## src/rtl/pong_pkg.sv

```systemverilog
// Shared pong definitions: matrix geometry, row index type and scan states.
package pong_pkg;

    localparam int MATRIX_ROWS     = 8;
    localparam int MATRIX_COLS     = 8;
    localparam int MATRIX_ROW_BITS = 3;

    typedef logic [MATRIX_ROW_BITS-1:0] row_idx_t;

    typedef enum logic [1:0] {
        IDLE,
        REQUEST,
        DISPLAY,
        BLANK
    } scan_state_t;

endpackage

```

## src/rtl/matrix_scan_driver_if.sv

```systemverilog
// Renderer/matrix-side bundle for matrix_scan_driver.
// MATRIX_SCAN_PWM_EN adds the brightness input.
interface matrix_scan_driver_if #(
    parameter int ROWS     = pong_pkg::MATRIX_ROWS,
    parameter int COLS     = pong_pkg::MATRIX_COLS,
    parameter int ROW_BITS = pong_pkg::MATRIX_ROW_BITS
);
    logic                enable;
    logic [15:0]         row_data;
    logic [ROW_BITS-1:0] count;
    logic [ROWS-1:0]     row_sel;
    logic [COLS-1:0]     col_out;
    logic                frame_start;
`ifdef MATRIX_SCAN_PWM_EN
    logic [3:0]          brightness;

    modport master (
        output enable, row_data, brightness,
        input  count, row_sel, col_out, frame_start
    );
    modport slave (
        input  enable, row_data, brightness,
        output count, row_sel, col_out, frame_start
    );
`else
    modport master (
        output enable, row_data,
        input  count, row_sel, col_out, frame_start
    );
    modport slave (
        input  enable, row_data,
        output count, row_sel, col_out, frame_start
    );
`endif
endinterface

```

## src/rtl/scan_timer.sv

```systemverilog
// Loadable down-counter; zero flags the last cycle of the current interval.
module scan_timer #(
    parameter int WIDTH = 10
) (
    input  logic             clk,
    input  logic             reset,
    input  logic             load,
    input  logic [WIDTH-1:0] load_val,
    output logic             zero
);
    logic [WIDTH-1:0] value;

    always_ff @(posedge clk) begin
        if (reset) begin
            value <= '0;
        end else if (load) begin
            value <= load_val;
        end else if (value != '0) begin
            value <= value - WIDTH'(1);
        end
    end

    assign zero = (value == '0);
endmodule

```

## src/rtl/matrix_scan_driver.sv

```systemverilog
// Row-multiplexing scan driver for the 8x8 pong LED matrix.
// Optional MATRIX_SCAN_PWM_EN: per-row column PWM from brightness.
module matrix_scan_driver
    import pong_pkg::*;
#(
    parameter int ROWS         = MATRIX_ROWS,
    parameter int COLS         = MATRIX_COLS,
    parameter int ROW_BITS     = MATRIX_ROW_BITS,
    parameter int DWELL_CYCLES = 1000,
    parameter int BLANK_CYCLES = 4,
    parameter int RENDER_LAT   = 1
) (
    input  logic clk,
    input  logic reset,
    matrix_scan_driver_if.slave bus
);
    localparam int MAX_DB = (DWELL_CYCLES > BLANK_CYCLES) ? DWELL_CYCLES : BLANK_CYCLES;
    localparam int MAXC   = (MAX_DB > RENDER_LAT) ? MAX_DB : RENDER_LAT;
    localparam int TW     = $clog2(MAXC + 1);

    scan_state_t         state;
    logic                zero;
    logic                load;
    logic [TW-1:0]       load_val;
    logic [ROW_BITS-1:0] count_next;
    logic [COLS-1:0]     pattern;
    logic                unused_row_data;

    assign pattern         = bus.row_data[COLS-1:0];
    assign unused_row_data = ^bus.row_data[15:COLS];
    assign count_next      = (bus.count == ROW_BITS'(ROWS - 1))
                           ? '0 : bus.count + ROW_BITS'(1);

`ifdef MATRIX_SCAN_PWM_EN
    localparam int SLOT = (DWELL_CYCLES / 16 < 1) ? 1 : DWELL_CYCLES / 16;

    logic [COLS-1:0] cols;
    logic [3:0]      bright;
    logic [TW-1:0]   slot_cnt;
    logic [TW-1:0]   phase;
    logic            slot_end;
    logic [TW-1:0]   phase_next;

    assign slot_end   = (slot_cnt == TW'(SLOT - 1));
    assign phase_next = slot_end ? phase + TW'(1) : phase;
`endif

    // Timer reload happens on the same edge as the state change it times.
    always_comb begin
        load     = 1'b0;
        load_val = '0;
        unique case (state)
            IDLE: if (bus.enable) begin
                load     = 1'b1;
                load_val = TW'(RENDER_LAT - 1);
            end
            REQUEST: if (zero) begin
                load     = 1'b1;
                load_val = TW'(DWELL_CYCLES - 1);
            end
            DISPLAY: if (zero) begin
                load     = 1'b1;
                load_val = TW'(BLANK_CYCLES - 1);
            end
            BLANK: if (zero && bus.enable) begin
                load     = 1'b1;
                load_val = TW'(RENDER_LAT - 1);
            end
            default: ;
        endcase
    end

    scan_timer #(.WIDTH(TW)) u_timer (
        .clk      (clk),
        .reset    (reset),
        .load     (load),
        .load_val (load_val),
        .zero     (zero)
    );

    always_ff @(posedge clk) begin
        if (reset) begin
            state           <= IDLE;
            bus.count       <= '0;
            bus.row_sel     <= '0;
            bus.col_out     <= '0;
            bus.frame_start <= 1'b0;
`ifdef MATRIX_SCAN_PWM_EN
            cols            <= '0;
            bright          <= '0;
            slot_cnt        <= '0;
            phase           <= '0;
`endif
        end else begin
            bus.frame_start <= 1'b0;
            unique case (state)
                IDLE: if (bus.enable) begin
                    state     <= REQUEST;
                    bus.count <= '0;
                end
                REQUEST: if (zero) begin
                    state           <= DISPLAY;
                    bus.row_sel     <= ROWS'(1) << bus.count;
                    bus.col_out     <= pattern;
                    bus.frame_start <= (bus.count == '0);
`ifdef MATRIX_SCAN_PWM_EN
                    cols            <= pattern;
                    bright          <= bus.brightness;
                    slot_cnt        <= '0;
                    phase           <= '0;
`endif
                end
                DISPLAY: begin
                    if (zero) begin
                        state       <= BLANK;
                        bus.row_sel <= '0;
                        bus.col_out <= '0;
                    end else begin
`ifdef MATRIX_SCAN_PWM_EN
                        slot_cnt    <= slot_end ? '0 : slot_cnt + TW'(1);
                        phase       <= phase_next;
                        bus.col_out <= (int'(phase_next) <= int'(bright))
                                     ? cols : '0;
`endif
                    end
                end
                BLANK: if (zero) begin
                    if (bus.enable) begin
                        state     <= REQUEST;
                        bus.count <= count_next;
                    end else begin
                        state     <= IDLE;
                        bus.count <= '0;
                    end
                end
                default: state <= IDLE;
            endcase
        end
    end
endmodule
```

## src/flat_wrapper.sv

```systemverilog
// flat-port wrapper written by rule: the top's interface ports become plain ports
module matrix_scan_driver_flat import pong_pkg::*;
#(
    parameter int ROWS         = MATRIX_ROWS,
    parameter int COLS         = MATRIX_COLS,
    parameter int ROW_BITS     = MATRIX_ROW_BITS,
    parameter int DWELL_CYCLES = 1000,
    parameter int BLANK_CYCLES = 4,
    parameter int RENDER_LAT   = 1
)
  (clk, reset, bus_enable, bus_row_data, bus_count, bus_row_sel, bus_col_out, bus_frame_start);
  matrix_scan_driver_if #(.ROWS(ROWS), .COLS(COLS), .ROW_BITS(ROW_BITS)) bus_i ();
  input  logic clk;
  input  logic reset;
  input wire logic [$bits(bus_i.enable)-1:0] bus_enable;
  input wire logic [$bits(bus_i.row_data)-1:0] bus_row_data;
  output wire logic [$bits(bus_i.count)-1:0] bus_count;
  output wire logic [$bits(bus_i.row_sel)-1:0] bus_row_sel;
  output wire logic [$bits(bus_i.col_out)-1:0] bus_col_out;
  output wire logic [$bits(bus_i.frame_start)-1:0] bus_frame_start;
  assign bus_i.enable = bus_enable;
  assign bus_i.row_data = bus_row_data;
  assign bus_count = bus_i.count;
  assign bus_row_sel = bus_i.row_sel;
  assign bus_col_out = bus_i.col_out;
  assign bus_frame_start = bus_i.frame_start;
  matrix_scan_driver #(.ROWS(ROWS), .COLS(COLS), .ROW_BITS(ROW_BITS), .DWELL_CYCLES(DWELL_CYCLES), .BLANK_CYCLES(BLANK_CYCLES), .RENDER_LAT(RENDER_LAT)) u_core (.clk(clk), .reset(reset), .bus(bus_i));
endmodule
```

## config.mk

```make
export PLATFORM = sky130hd
export DESIGN_NAME = matrix_scan_driver_flat
export DESIGN_NICKNAME = d
export VERILOG_FILES = /design/src/rtl/pong_pkg.sv /design/src/rtl/matrix_scan_driver_if.sv /design/src/rtl/scan_timer.sv /design/src/rtl/matrix_scan_driver.sv /design/src/flat_wrapper.sv
export SDC_FILE = /design/constraint.sdc
export NUM_CORES = 1
export LEC_CHECK = 0
export CAP_MARGIN = 40
export CELL_PAD_IN_SITES_DETAIL_PLACEMENT = 0
export CELL_PAD_IN_SITES_GLOBAL_PLACEMENT = 1
export CORE_MARGIN = 3
export CORE_UTILIZATION = 34
export CTS_BUF_LIST = sky130_fd_sc_hd__clkbuf_2 sky130_fd_sc_hd__clkbuf_4 sky130_fd_sc_hd__clkbuf_8
export DETAILED_ROUTE_END_ITERATION = 7
export PLACE_DENSITY_LB_ADDON = 0.1
export SETUP_SLACK_MARGIN = 0.1
export SLEW_MARGIN = 15
export SYNTH_ARGS = -nofsm -noshare
export SYNTH_HDL_FRONTEND = slang
export SYNTH_HIERARCHICAL = 1
export SYNTH_SLANG_ARGS = --single-unit
```

## constraint.sdc

```tcl
create_clock -name clk -period 2.4 [get_ports clk]
set_input_delay 0.36 -clock clk [delete_from_list [all_inputs] [get_ports clk]]
set_output_delay 0.36 -clock clk [all_outputs]
set_load 0.05 [all_outputs]
```

==> metrics.txt, run 1 <==
Slew HR 0.614; die area around 5800 sq um; Avg WL per Cell 13.7 microns; number of global-route vias before repair 1490; reg2reg path depth 7; Crit Path Max Fanout 5; Initial Util 0.367; worst-path cell chain inv_1 -> ha_2 -> or4b_4 -> nor3_4 -> mux2i_1 -> or4_1 -> a21oi_1; Critical Path End Type flip-flop; CP arrival 2.38 ns; largest net degree at the start of global routing 25; sequential fraction of the synthesis area 0.383; synth warn 6; Final Hold Fails 0; slowest CP cell or4b_4; Synth Instances 192; H-tree depth 2; global placer's final weighted congestion 0.829; GRT Total Usage 0.147; measured slew at the worst slew-check pin 0.573 ns; f_max 461 MHz; final cell utilization of the core 0.485; P per Cell Area 1110 nW/um^2; vias per cell approximately 5.2; Clock Skews 0.00390 ns; Startpoint Class flip-flop; Async S/R FF share, synth 0; fin crit share 0.903; Clk Latency, worst-skew pair 0.28 ns; Total Neg Setup Slack 0 ns; vias 1555; drt initial violations 66; slowest stage delay, CP 0.49 ns; LEAKAGE 0.000818 uW; first-pass GRT wire length 6960 microns; clock buffer depth 2; Synth top area share 0.383; largest cells by area after synthesis dfxtp_1 (38%), ha_1 (9.7%), a22oi_1 (4.5%); commonest non-fill, non-tap cell in the layout dfxtp_1; setup slack, reg-to-reg 0.23 ns; ANT cells 0; RSZ-0062 raised after global routing yes; number of synthesized flops with an enable pin 0; die height 76.1 microns; TritonCTS clock tree done; placed cell count ~290; DPL Wire Length 2910 microns; most frequent cells in the layout dfxtp_1 (32), clkdlybuf4s50_1 (30), nand2_1 (17); Post-Layout Cell Count 299; min Tclk post-route 2.17 ns; final net count 265; core area 4560 sq um; Yosys reg bits 32; drt pass-1 iters 6; Num CTS Buffers 5; gr ovfl total 0; leading area contributor after synthesis dfxtp_1; Rows 24; initial antenna violation count 0; Cell variety after synth 47; clk root buf clkbuf_8; PortBufs 30; Crit Path Class reg -> reg; Synth-to-Final Area Change 32.5%; Reg clk slew, reported paths roughly 0.070 ns; layout cells sized above 1 0.128; Chip Width approximately 76 microns; Avg Inst Size Synth 8.71 sq um; Primary FF master, synth dfxtp_1; mapped cell area 1670 sq um; DRT Wirelength 4100 microns; Final setup viols 0; post-route ant nets 0; # IOs 39; Worst VDD drop 0.000641 V; outcome completed; max cap viols 0; DR DRC count 0; Slew Limit Fails 0; Tightest Hold Check Type reg -> reg; CTS Hold Bufs 0; WHS Path Cells 2; Sink Count 32; Crit path required time 2.61 ns
-- sequential cells by signal (all words and copies together), names as in the netlist --
name / cells
u_core/u_timer/value: 10
u_core/state: 2
u_core/bus.row_sel: 8
u_core/bus.frame_start: 1
u_core/bus.col_out: 8
u_core/bus.count: 3
-- layer usage --
metal,global-route usage,vias to the layer above,routed length (microns)
met1,0.179,751,1920
li1,-,769,-
met5,0,-,0
met2,0.241,31,1960
met4,0.0598,0,34
met3,0.0449,4,186
-- synth_stat cells, drive strengths merged (3+ instances only) --
cell type / instances
dfxtp: 32
buf: 3
inv: 14
clkbuf: 5
nor2: 15
xnor2: 3
a22oi: 10
ha: 13
o21ai: 8
a21oi: 14
or4: 4
nor3: 8
or3: 3
nand2: 17
nor2b: 4
nand3: 6
-- worst max-delay path, delay by kind of cell (launching register included) --
family                     cells  cell delay, ns
AOI/OAI and AO/OA              1            0.16
buffers and inverters          1            0.08
muxes                          1            0.17
and+or+nand+nor                3            1.16
DFF                            1            0.33
adders and majority gates      1            0.20
-- power breakdown --
group / total [uW] / switching, uW / internal (uW)
clock network: 429 / 200 / 229
registers: 755 / 122 / 633
logic: 1280 / 687 / 590
total: 2460 / 1010 / 1450
-- layout make-up --
| class | instances | area [sq um] |
|---|---|---|
| fillers | 465 | 2350 |
| flip-flops and latches | 32 | 641 |
| inverters | 14 | 52.6 |
| repair buffers | 41 | 395 |
| well taps | 65 | 81.3 |
| multi-input cells | 139 | 953 |
| clock buffers | 6 | 82.6 |
| clock inverters | 2 | 10.0 |
-- metrics by stage --
stage	hold slack, ns	setup WS (ns)	cell area (sq um)	total power (uW)
floorplan	0.429	0.130	1680	1640
global placement	0.442	0.110	2100	1960
detailed placement	0.444	0.0976	2100	2000
CTS	0.452	0.109	2210	2470
global route	0.473	0.0891	2220	2650
finish	0.453	0.233	2220	2460
-- cell families after synthesis --
logic type,share of synthesized area
simple gates,0.231
mux,0.0120
flops,0.383
compound gates,0.207
fa+ha+maj,0.0972
other cells,0.00224
xor+xnor,0.0157
buf+inv,0.0516
-- path summary, 6_finish.rpt --
check,from,to
worst min register to register,u_core/bus.row_sel[4],u_core/bus.row_sel[4]
worst max register to register,u_core/u_timer/value[1],u_core/bus.count[2]
worst max-delay path,u_core/u_timer/value[1],u_core/bus.count[2]
worst min-delay path,u_core/bus.row_sel[4],u_core/bus.row_sel[4]
-- timing repair --
action                                 CTS  global route
endpoints found under the hold margin    0             0
buffers inserted                         2             0
gates resized for setup                  0             2
pin swaps                                1             1
setup endpoints to repair                1            22
No activity file was read; power rests on OpenSTA's default activity.
==> run 2: changes to the inputs <==
--- a/config.mk
+++ b/config.mk
@@ -6,10 +6,10 @@
 export NUM_CORES = 1
 export LEC_CHECK = 0
 export CAP_MARGIN = 40
-export CELL_PAD_IN_SITES_DETAIL_PLACEMENT = 0
-export CELL_PAD_IN_SITES_GLOBAL_PLACEMENT = 1
+export CELL_PAD_IN_SITES_DETAIL_PLACEMENT = 2
+export CELL_PAD_IN_SITES_GLOBAL_PLACEMENT = 2
 export CORE_MARGIN = 3
-export CORE_UTILIZATION = 34
+export CORE_UTILIZATION = 27
 export CTS_BUF_LIST = sky130_fd_sc_hd__clkbuf_2 sky130_fd_sc_hd__clkbuf_4 sky130_fd_sc_hd__clkbuf_8
 export DETAILED_ROUTE_END_ITERATION = 7
 export PLACE_DENSITY_LB_ADDON = 0.1
==> run 2 against run 1 <==
  * Via count grew 0.77%
  * Critical path type unchanged
  * Utilization shrank 10 points
  * Routed wire length grew 24%
  * Largest cell class unchanged
  * Sequential power is essentially flat
  * Design area grew 3.1%
  * Global-route usage grew 0.17 points
  * Largest power group unchanged
==> metrics.txt, run 2 (same netlist as run 1, synthesis figures left out) <==
outcome completed; Reg clk slew, reported paths approximately 0.07 ns; CP arrival ~2.4 ns; Largest register FFs 10; sw frac 0.413; commonest non-fill, non-tap cell in the layout dfxtp_1; GRT Total Usage 0.149; Crit Path Class reg -> reg; vias 1567; Synth-to-Final Area Change 36.6%; Final setup viols 0; clock buffer depth 2; Logic pwr share 0.519; measured slew at the worst slew-check pin 0.683 ns; f_max 455 MHz; gr ovfl total 0; Worst VDD drop 0.000322 V; fin crit share 0.916; Setup WS pre-CTS 0.158 ns; Chip Width roughly 85 microns; H-tree depth 2; RSZ-0062 raised after global routing no; DPL Wire Length 3820 microns; P per Cell Area between 1000 and 1500 nW/um^2; LEAKAGE 0.000843 uW; P_int about 1600 uW; Num CTS Buffers 5; DR DRC count 0; Sink Count 32; number of global-route vias before repair between 1500 and 2000; Crit path required time around 2.6 ns; Final Hold Fails 0; Crit Path Max Fanout 9; hold slack between 0.4 and 0.5 ns; die area 7180 sq um; CTS Hold Bufs 0; drt pass-1 iters 4; vias per cell 5.04; drt initial violations 65; PortBufs 30; Rows 28; clk root buf clkbuf_8; Avg WL per Cell about 16 microns; Clk Latency, worst-skew pair ~0.29 ns; initial antenna violation count 0; most frequent cells in the layout dfxtp_1 (32), clkdlybuf4s50_1 (30), nand2_1 (17); Tightest Hold Check Type reg -> reg; TritonCTS clock tree done; die height around 85 microns; fillcell total 664; largest net degree at the start of global routing 21; layout cells sized above 1 0.131; core area just under 6000 sq um; setup slack, reg-to-reg 0.20 ns; crit path setup slack, layout a little over 0.2 ns; post-route ant nets 0; Total Neg Setup Slack 0 ns; Slew Limit Fails 0; Slew HR 0.541; biggest regs u_core/u_timer/value (10), u_core/bus.col_out (8), u_core/bus.row_sel (8); # IOs 39; final net count roughly 270; Biggest register u_core/u_timer/value; Initial Util 0.281; min Tclk post-route 2.20 ns; switching power total 1100 uW; Critical Path End Type flip-flop; ANT cells 0; Startpoint Class flip-flop; clock share of power 0.199; fin area 2280 sq um; DRT Wirelength 5090 microns; global placer's final weighted congestion 0.786; Clock Skews ~0.0069 ns; first-pass GRT wire length approximately 8600 microns; sequential power share 0.282; max cap viols 0; Placed Area 2150 sq um
-- run 2: cell count changes in the layout (fill, tap and decap cells not counted) --
cell,change
clkinvlp_4,+1
ha_1,+1
o21ai_0,-1
bufinv_16,+1
buf_12,+2
o21ai_1,+1
ha_2,-1
clkbuf_8,-1
clkinv_2,-1
-- run 2: power by group through the flow --
stage                     clock network, uW  logic (uW)  registers [uW]
final                                   531        1390             754
after floorplan                           0         826             817
after CTS                               550        1350             757
after detailed placement                  0        1330             767
after global placement                    0        1250             754
after global routing                    578        1530             771
-- run 2: final cells by class --
cell class	instances	area, sq um	share of cell area
repair buffers	43	435	0.191
flip-flops and latches	32	641	0.280
clock inverters	3	42.5	0.0186
inverters	14	52.6	0.0230
well taps	75	93.8	0.0411
clock buffers	5	68.8	0.0301
multi-input cells	139	951	0.416
-- run 2: repair_timing --
| action | 4_1_cts | 5_1_grt |
|---|---|---|
| setup buffers | 0 | 1 |
| setup endpoints to repair | 0 | 14 |
| gates resized for setup | 0 | 2 |
-- run 2: worst max-delay path, cell delays in order (launching register included) --
cell and delay, ns:
dfxtp_1 0.33, inv_1 0.09, ha_1 0.16, or4b_4 0.49, nor3_4 0.24, buf_12 0.15
mux2i_1 0.11, or4_1 0.42, a21oi_1 0.15
-- run 2: routing by layer --
metal,GRT usage,up-vias,part of all wire
li1,-,773,-
met2,0.273,24,0.51
met3,0.0383,7,0.037
met5,0,-,0
met4,0.0475,0,0.014
met1,0.167,763,0.44
-- run 2: final timing paths --
kind | depth (start not counted) | to | startpoint
hold / removal | 2 | u_core/bus.row_sel[6] | u_core/bus.row_sel[6]
setup / recovery | 8 | u_core/bus.count[2] | u_core/u_timer/value[0]
setup reg to reg | 8 | u_core/bus.count[2] | u_core/u_timer/value[0]
hold reg to reg | 2 | u_core/bus.row_sel[6] | u_core/bus.row_sel[6]
-- run 2: stage by stage --
| stage | power (uW) | instances | utilization |
|---|---|---|---|
| finish | 2670 | 311 | 0.384 |
| global route | 2880 | 311 | 0.384 |
| CTS | 2650 | 310 | 0.380 |
| detailed placement | 2100 | 302 | 0.361 |
| global placement | 2010 | 302 | 0.361 |
| floorplan | 1640 | 193 | - |
